File: config.mk
export PLATFORM = sky130hd
export DESIGN_NAME = sgpr_salu_wb_queue
export DESIGN_NICKNAME = d
export VERILOG_FILES = /design/src/rtl/sgpr_salu_wb_queue.sv
export SDC_FILE = /design/constraint.sdc
export NUM_CORES = 1
export LEC_CHECK = 0
export CAP_MARGIN = 20
export CORE_MARGIN = 1
export CORE_UTILIZATION = 59
export DETAILED_ROUTE_END_ITERATION = 16
export GPL_TIMING_DRIVEN = 0
export PLACE_DENSITY = 0.85
export SYNTH_ARGS = -nofsm -noshare
export SYNTH_HDL_FRONTEND = slang
export SYNTH_SLANG_ARGS = --single-unit
File: constraint.sdc
create_clock -name clk -period 11.9 [get_ports clk]
set_input_delay 1.785 -clock clk [delete_from_list [all_inputs] [get_ports clk]]
set_output_delay 1.785 -clock clk [all_outputs]
set_load 0.01 [all_outputs]
File: src/rtl/sgpr_salu_wb_queue.sv
// sgpr_salu_wb_queue
//   Write-back buffer between the SALU and the SGPR SALU write port. SALU
//   results are queued and presented to the register-file arbiter; the head
//   entry is emitted on the SGPR write port when the SALU slot is granted.
//   Done-only entries drain without needing the port.
//   Optional feature macro: SALU_WB_BYPASS_EN (same-cycle forwarding when
//   the queue is empty).
module sgpr_salu_wb_queue #(
  parameter int unsigned DEPTH  = 4,
  parameter int unsigned ADDR_W = 9,
  parameter int unsigned DATA_W = 64,
  parameter int unsigned WFID_W = 6,
  localparam int unsigned CNT_W = $clog2(DEPTH + 1),
  localparam int unsigned PTR_W = $clog2(DEPTH)
) (
  input  logic              clk,
  input  logic              rst,
  input  logic [1:0]        salu_dest_wr_en,
  input  logic [ADDR_W-1:0] salu_dest_addr,
  input  logic [DATA_W-1:0] salu_dest_data,
  input  logic              salu_instr_done,
  input  logic [WFID_W-1:0] salu_instr_done_wfid,
  output logic              salu_wb_stall,
  output logic              rfa_req,
  input  logic              rfa_grant,
  output logic [1:0]        sgpr_wr_en,
  output logic [ADDR_W-1:0] sgpr_wr_addr,
  output logic [DATA_W-1:0] sgpr_wr_data,
  output logic              wb_instr_done,
  output logic [WFID_W-1:0] wb_instr_done_wfid,
  output logic [CNT_W-1:0]  wb_count,
  output logic              wb_overflow
);

  localparam logic [CNT_W-1:0] FULL_CNT = CNT_W'(DEPTH);

  // Entry storage (no reset; validity is tracked by count_q)
  logic [1:0]        wr_en_mem [DEPTH];
  logic [ADDR_W-1:0] addr_mem  [DEPTH];
  logic [DATA_W-1:0] data_mem  [DEPTH];
  logic              done_mem  [DEPTH];
  logic [WFID_W-1:0] wfid_mem  [DEPTH];

  logic [PTR_W-1:0] rd_ptr_q, rd_ptr_d;
  logic [PTR_W-1:0] wr_ptr_q, wr_ptr_d;
  logic [CNT_W-1:0] count_q, count_d;
  logic             ovf_q, ovf_d;

  logic push_req;
  logic push_acc;
  logic head_valid;
  logic head_wr;
  logic full;
  logic pop;
`ifdef SALU_WB_BYPASS_EN
  logic byp_fire;
`endif

  // Push/pop decisions derived from registered head state
  always_comb begin
    push_req   = (|salu_dest_wr_en) | salu_instr_done;
    head_valid = (count_q != '0);
    head_wr    = |wr_en_mem[rd_ptr_q];
    full       = (count_q == FULL_CNT);
    pop        = head_valid & (~head_wr | rfa_grant);
`ifdef SALU_WB_BYPASS_EN
    // Empty queue: a done-only push forwards unconditionally, a write push
    // forwards only when granted; a forwarded push is never enqueued.
    byp_fire   = ~head_valid & push_req & (~(|salu_dest_wr_en) | rfa_grant);
    push_acc   = push_req & (~full | pop) & ~byp_fire;
`else
    push_acc   = push_req & (~full | pop);
`endif
  end

  // Next-state for pointers, occupancy and sticky overflow
  always_comb begin
    rd_ptr_d = rd_ptr_q;
    wr_ptr_d = wr_ptr_q;
    count_d  = count_q;
    ovf_d    = ovf_q | (push_req & full & ~pop);
    if (pop)      rd_ptr_d = rd_ptr_q + PTR_W'(1);
    if (push_acc) wr_ptr_d = wr_ptr_q + PTR_W'(1);
    if (push_acc && !pop)      count_d = count_q + CNT_W'(1);
    else if (pop && !push_acc) count_d = count_q - CNT_W'(1);
  end

  // Control state register with asynchronous active-low reset
  always_ff @(posedge clk or negedge rst) begin
    if (!rst) begin
      rd_ptr_q <= '0;
      wr_ptr_q <= '0;
      count_q  <= '0;
      ovf_q    <= 1'b0;
    end else begin
      rd_ptr_q <= rd_ptr_d;
      wr_ptr_q <= wr_ptr_d;
      count_q  <= count_d;
      ovf_q    <= ovf_d;
    end
  end

  // Entry storage write on accepted push
  always_ff @(posedge clk) begin
    if (push_acc) begin
      wr_en_mem[wr_ptr_q] <= salu_dest_wr_en;
      addr_mem[wr_ptr_q]  <= salu_dest_addr;
      data_mem[wr_ptr_q]  <= salu_dest_data;
      done_mem[wr_ptr_q]  <= salu_instr_done;
      wfid_mem[wr_ptr_q]  <= salu_instr_done_wfid;
    end
  end

  // Output drive: enables only on a pop, fields held at head (0 when empty)
  always_comb begin
    salu_wb_stall      = full;
    wb_count           = count_q;
    wb_overflow        = ovf_q;
    rfa_req            = head_valid & head_wr;
    sgpr_wr_en         = pop ? wr_en_mem[rd_ptr_q] : 2'b00;
    sgpr_wr_addr       = head_valid ? addr_mem[rd_ptr_q] : '0;
    sgpr_wr_data       = head_valid ? data_mem[rd_ptr_q] : '0;
    wb_instr_done      = pop & done_mem[rd_ptr_q];
    wb_instr_done_wfid = head_valid ? wfid_mem[rd_ptr_q] : '0;
`ifdef SALU_WB_BYPASS_EN
    if (!head_valid) begin
      rfa_req = |salu_dest_wr_en;
      if (byp_fire) begin
        sgpr_wr_en         = salu_dest_wr_en;
        sgpr_wr_addr       = salu_dest_addr;
        sgpr_wr_data       = salu_dest_data;
        wb_instr_done      = salu_instr_done;
        wb_instr_done_wfid = salu_instr_done_wfid;
      end
    end
`endif
  end

endmodule

==> flow_metrics.tcl, run 1 <==
set metrics [dict create \
    status "finished, final reports clean" \
    viasPerCell 5.81 \
    yosys.area.top_type "edfxtp_1" \
    rsz0062_at_grt "false" \
    pwr-share-clk 0.190 \
    clk_latency_ps 550 \
    fin_worst_skew_ps 12.0 \
    powerDensity_nw_per_um2 288 \
    vias 6485 \
    end_kind "output port" \
    hold_viol 0 \
    crit_path_start "rfa_grant" \
    routedWlPerCell_um 23.1 \
    seqPwrFrac 0.392 \
    cts_tree "done" \
    cts_buffer_depth 3 \
    die_area_um2 22400 \
    crit-reg2reg-capture "data_mem[2][37]" \
    nets 907 \
    dieHeight_um 150 \
    switching_share 0.299 \
    seq_area_frac_synth 0.780 \
    ys_types 32 \
    initial_core_util 0.607 \
    yosys_register_bits 336 \
    pwr-share-comb 0.418 \
    startpoint_type "primary input" \
    post-place-ws_ps 6650 \
    syn_area_per_cell_um2 22.4 \
    synthToLayoutAreaGrowth_pct 26.4 \
    grt_max_degree 16 \
    synth_nets 667 \
    synth_area_leaders "edfxtp_1 (76%), mux4_2 (14%), and2_1 (3.8%)" \
    synth_top_area_frac 0.764 \
    drc 0 \
    hold_class "flop to flop" \
    root_buffer "clkbuf_16" \
    tightest_slew_ps 970 \
    placed_area_um2 15400 \
    synth_area_um2 12900 \
    rows 53 \
    cpPeakStageDelay_ps 610 \
    slew_headroom 0.350 \
    total_power_mw 4.69 \
    p_sw_mw 1.40 \
    p_int_mw 3.29 \
    reg2regPathDepth 8 \
    grt_pass1_wl_um 39300 \
    irDropWorstVdd_mv 0.179 \
    arrival_ps 3540 \
    finalSetupViolCount 0 \
    required_ps 10120 \
    cp_slowest_cell "clkdlybuf4s50_1" \
    ant_nets 0 \
    finalCritPeriodShare 0.448 \
    core_um2 21200 \
    fin_crit_ps 5330 \
    fmax_ghz 0.188 \
    cts_hold_buf 0 \
    dp_hpwl_um 17500 \
    worstReg2RegStart "rd_ptr_q[0]" \
    design_area_um2 16300 \
    grt_antenna_before_repair 1 \
    cts-resized-gates 0 \
    worst_path_most_repeated_cell "clkdlybuf4s50_1" \
    drv_slew 0 \
    grt.overflow.total 0 \
    rrSetupSlack_ps 8560 \
    yosysWarnings 0 \
    port_buffers 172 \
    clkSlewWorstSetupHoldPaths_ps 60 \
    post-cts-setup-buffers 0 \
    cap_violations 0 \
    cp_max_fo 6 \
    p_leak_nw 5.45 \
    drive_gt1_frac 0.208 \
    grt_pass1_vias 7164 \
    clkSinkCount 336 \
    num_io_pins 173 \
    drt_wl_total_um 25800 \
    syn-instance-count 576 \
    crit_path_end "wb_instr_done" \
    setup_slack_ps 6570 \
    htree_levels 1 \
    die-width_um 150 \
    crit_chain "clkdlybuf4s50_1, inv_1, o21a_1, nor3b_1, clkdlybuf4s50_1" \
    critical_path_class "primary input to output port" \
    cts_buffers 31 \
    first_pass_iters 5 \
    fillCellCount 1134 \
    track_usage 0.240 \
    place_congestion 0.751 \
    first_iter_violations 366 \
]
cell families (layout without fill, tap and decap cells):
logic type,count (synthesis),in the layout,share of synthesized area
flip-flops,336,336,0.780
AND/OR/NAND/NOR,103,103,0.0487
multiplexers,84,84,0.145
buffers and inverters,33,297,0.0114
AO/OA/AOI/OAI,11,11,0.00660
adder cells (fa/ha/maj),6,6,0.00641
XOR/XNOR,3,3,0.00204
other,0,1,0
worst max-delay path: cells and delay by family:
| kind | cells | cell delay [ps] |
|---|---|---|
| and+or+nand+nor | 1 | 290 |
| AOI/OAI and AO/OA | 1 | 150 |
| buffers and inverters | 3 | 1310 |
cells in the final DEF, fill, tap and decap left out, types with 4 or more instances in the layout:
cell type / Yosys / layout
and2_1: 79 / 79
buf_1: 7 / 7
buf_2: 9 / 9
buf_6: 1 / 29
buf_8: 0 / 4
clkbuf_1: 10 / 22
clkbuf_16: 0 / 31
clkdlybuf4s50_1: 0 / 172
clkinv_2: 0 / 7
dfrtp_1: 8 / 8
edfxtp_1: 328 / 328
ha_1: 5 / 5
inv_1: 5 / 5
mux4_2: 82 / 82
nand2_1: 5 / 5
nor2_1: 4 / 4
nor3b_2: 0 / 4
registers in the layout, indices dropped and copies added, names as in the netlist:
name / flops
rd_ptr_q: 2
done_mem: 4
wb_count: 3
wr_ptr_q: 2
wfid_mem: 24
addr_mem: 36
data_mem: 256
wb_overflow: 1
wr_en_mem: 8
cell type report:
| class | count | area, µm² | area share |
|---|---|---|---|
| Inverter | 5 | 18.8 | 0.00115 |
| Clock buffer | 46 | 862 | 0.0529 |
| Timing Repair Buffer | 207 | 2120 | 0.130 |
| Antenna cell | 1 | 2.50 | 0.000154 |
| Sequential cell | 336 | 10000 | 0.617 |
| Multi-Input combinational cell | 207 | 2710 | 0.166 |
| Buffer | 28 | 128 | 0.00783 |
| Tap cell | 275 | 344 | 0.0211 |
| Clock inverter | 11 | 55.1 | 0.00338 |
power groups by stage:
stage                     combinational, mW  sequential, mW  clock, mW
after floorplan                        1.02            1.91          0
after global placement                 1.79            1.98          0
after detailed placement               1.97            1.86          0
after CTS                              1.99            1.84      0.907
after global routing                   2.10            1.86      0.949
final                                  1.96            1.84      0.893
worst min-delay path by stage:
stage / start / to / slack [ps] / depth (start not counted)
final: wb_overflow / wb_overflow / 480 / 1
after global routing: wb_overflow / wb_overflow / 500 / 1
after CTS: wb_overflow / wb_overflow / 470 / 1
after detailed placement: wb_overflow / wb_overflow / 460 / 1
after global placement: wb_overflow / wb_overflow / 450 / 1
after floorplan: wb_overflow / wb_overflow / 490 / 1
through the flow:
stage               TNS [ps]  hold slack (ps)  std cells  utilization
floorplan                  0              493        576            -
global placement     -565620              449       1023        0.705
detailed placement         0              458       1057        0.724
CTS                        0              472       1114        0.767
global route               0              496       1115        0.768
finish                     0              483       1116        0.768
metal layers:
layer	global-route usage	wire length (µm)	up-vias
met5	0	0	-
met4	0.0611	422	0
met3	0.0604	2150	36
met2	0.417	13400	257
met1	0.303	9750	3345
li1	-	-	2847
cell usage after synthesis:
master     instances
nor2_1             4
clkbuf_1          10
o211a_1            1
nor3b_1            6
buf_6              1
o211ai_1           2
nand2_1            5
xor2_1             2
fa_1               1
buf_2              9
inv_1              5
nor2b_1            1
buf_1              7
o2111ai_1          2
ha_1               5
xnor2_1            1
and2_1            79
o221ai_1           1
o21ai_0            2
buf_4              1
mux4_2            82
nor3_1             2
a21o_1             1
or3_1              3
o21a_1             1
o311ai_1           1
or4_1              1
dfrtp_1            8
edfxtp_1         328
and3_1             2
mux2i_1            1
mux2_2             1
No activity file was read; power rests on OpenSTA's default activity.
==> inputs of run 2 (changes only) <==
--- a/config.mk
+++ b/config.mk
@@ -7,10 +7,10 @@
 export LEC_CHECK = 0
 export CAP_MARGIN = 20
 export CORE_MARGIN = 1
-export CORE_UTILIZATION = 59
+export CORE_UTILIZATION = 55
 export DETAILED_ROUTE_END_ITERATION = 16
 export GPL_TIMING_DRIVEN = 0
-export PLACE_DENSITY = 0.85
+export PLACE_DENSITY = 0.8
 export SYNTH_ARGS = -nofsm -noshare
 export SYNTH_HDL_FRONTEND = slang
 export SYNTH_SLANG_ARGS = --single-unit
==> constraint.sdc (replaced) <==
create_clock -name clk -period 5.25 [get_ports clk]
set_input_delay 0.7875 -clock clk [delete_from_list [all_inputs] [get_ports clk]]
set_output_delay 0.7875 -clock clk [all_outputs]
set_load 0.01 [all_outputs]
==> run 2 against run 1 <==
Against the previous run:
- clock skew up 2.4 ps
- hold slack worse by 1.5 ps
- clock power rose to 2.5 times the previous value
- critical path depth unchanged
- final area up 1.1%
- sequential power up 130%
- sequential cell count unchanged
- core utilization down 4.5 points
- register-to-register slack worse by 6500 ps
- first-iteration DRC count up 30%
- via count up 0.20%
- largest power group unchanged
==> flow_metrics.tcl, run 2 (synthesized netlist as in run 1, its figures left out) <==
set metrics [dict create \
    irDropWorstVdd_mv 0.413 \
    hold_class "flop to flop" \
    tightest_slew_ps 960 \
    clk_latency_ps 510 \
    place_congestion 0.763 \
    grt_pass1_wl_um 40100 \
    powerDensity_nw_per_um2 660 \
    final_common_cell "edfxtp_1" \
    switching_share 0.296 \
    largest_reg_flops 256 \
    finalSetupViolCount 0 \
    cp_max_fo 10 \
    dp_hpwl_um 17600 \
    drive_gt1_frac 0.211 \
    status "finished, final reports clean" \
    clkSinkCount 336 \
    root_buffer "clkbuf_16" \
    placed_area_um2 15400 \
    grt_pass1_vias 6985 \
    slew_headroom 0.355 \
    routedWlPerCell_um 22.4 \
    holdWs_ps 481 \
    rows 55 \
    rsz0062_at_grt "false" \
    finalSetupTns_ps 0 \
    grt.overflow.total 0 \
    cap_violations 0 \
    grt_max_degree 14 \
    finalCritPeriodShare 0.735 \
    viasPerCell 5.62 \
    seqPwrFrac 0.382 \
    fmax_ghz 0.259 \
    utilization 0.723 \
    reg.largest.list "data_mem x256, addr_mem x36, wfid_mem x24" \
    num_io_pins 173 \
    drv_slew 0 \
    regMostFlops "data_mem" \
    die_area_um2 24000 \
    diodes 0 \
    core_um2 22800 \
    track_usage 0.227 \
    arrival_ps 3070 \
    cts_hold_buf 0 \
    cts-resized-gates 0 \
    p_sw_mw 3.21 \
    final_cell_mix "edfxtp_1 (328), clkdlybuf4s50_1 (172), mux4_2 (82)" \
    pwr-share-comb 0.411 \
    die-width_um 155 \
    startpoint_type "flop" \
    port_buffers 172 \
    pwr-share-clk 0.207 \
    initial_core_util 0.566 \
    vias 6498 \
    clkSlewWorstSetupHoldPaths_ps 60 \
    nets 913 \
    p_int_mw 7.65 \
    synthToLayoutAreaGrowth_pct 27.8 \
    first_iter_violations 475 \
    required_ps 4460 \
    design_area_um2 16500 \
    cts_buffers 35 \
    total_power_mw 10.9 \
    end_kind "output port" \
    dieHeight_um 155 \
    critical_path_class "flop to output port" \
    cts_buffer_depth 3 \
    fin_worst_skew_ps 14.3 \
    htree_levels 2 \
    first_pass_iters 7 \
    drt_wl_total_um 25900 \
    fin_crit_ps 3860 \
    cts_tree "done" \
    drc 0 \
    p_leak_nw 5.51 \
    post-cts-setup-buffers 0 \
    grt_antenna_before_repair 1 \
    ant_nets 0 \
    hold_viol 0 \
]
-- run 2: cell types whose count changed in the layout (fill, tap and decap cells not counted), sizes merged --
cell and delta:
buf +3, bufinv +2, clkbuf -5, clkinv +1
diode -1, inv +2
-- run 2: final timing paths --
check / from / to / slack, ps / cells after the start
max: wb_count[0] / sgpr_wr_data[27] / 1390 / 5
max reg2reg: rd_ptr_q[0] / data_mem[0][11] / 2030 / 8
min reg2reg: wb_overflow / wb_overflow / 480 / 1
max in group asynchronous: rst / rd_ptr_q[0] / 4340 / 1
min: wb_overflow / wb_overflow / 480 / 1
min in group asynchronous: rst / wb_overflow / 600 / 1
-- run 2: per-layer routing --
layer / share of wire / track usage / vias to the layer above / wire (µm)
met5: 0.00043 / 0 / - / 11
met4: 0.021 / 0.0726 / 2 / 536
met3: 0.066 / 0.0479 / 44 / 1720
met2: 0.52 / 0.391 / 247 / 13400
met1: 0.39 / 0.290 / 3341 / 10200
li1: - / - / 2864 / -
-- run 2: cell type report --
class / instances / area (µm²)
inverters: 5 / 18.8
plain buffers: 28 / 128
multi-input cells: 207 / 2710
clock buffers: 42 / 902
flip-flops and latches: 336 / 10000
repair buffers: 209 / 2130
clock inverters: 16 / 131
fillers: 1373 / 6310
well taps: 313 / 392
-- run 2: metrics by stage --
step,instances,setup WS [ps]
after CTS,1156,1310
final,1156,1390
after global placement,1061,-7540
after floorplan,576,-2690
after detailed placement,1098,1690
after global routing,1156,1150
-- run 2: worst max-delay path: stages, from the launching register on --
cell and delay [ps]:
dfrtp_1 470, or3_1 170, clkbuf_1 640, clkbuf_1 470, and2_1 200, clkdlybuf4s50_1 610
-- run 2: power groups by stage --
stage          Clock, mW  Combinational, mW  Sequential, mW
6_report            2.25               4.46            4.15
3_5_place_dp           0               4.48            4.21
5_1_grt             2.39               4.78            4.22
3_3_place_gp           0               3.73            4.11
4_1_cts             2.30               4.53            4.16
2_1_floorplan          0               2.31            4.32
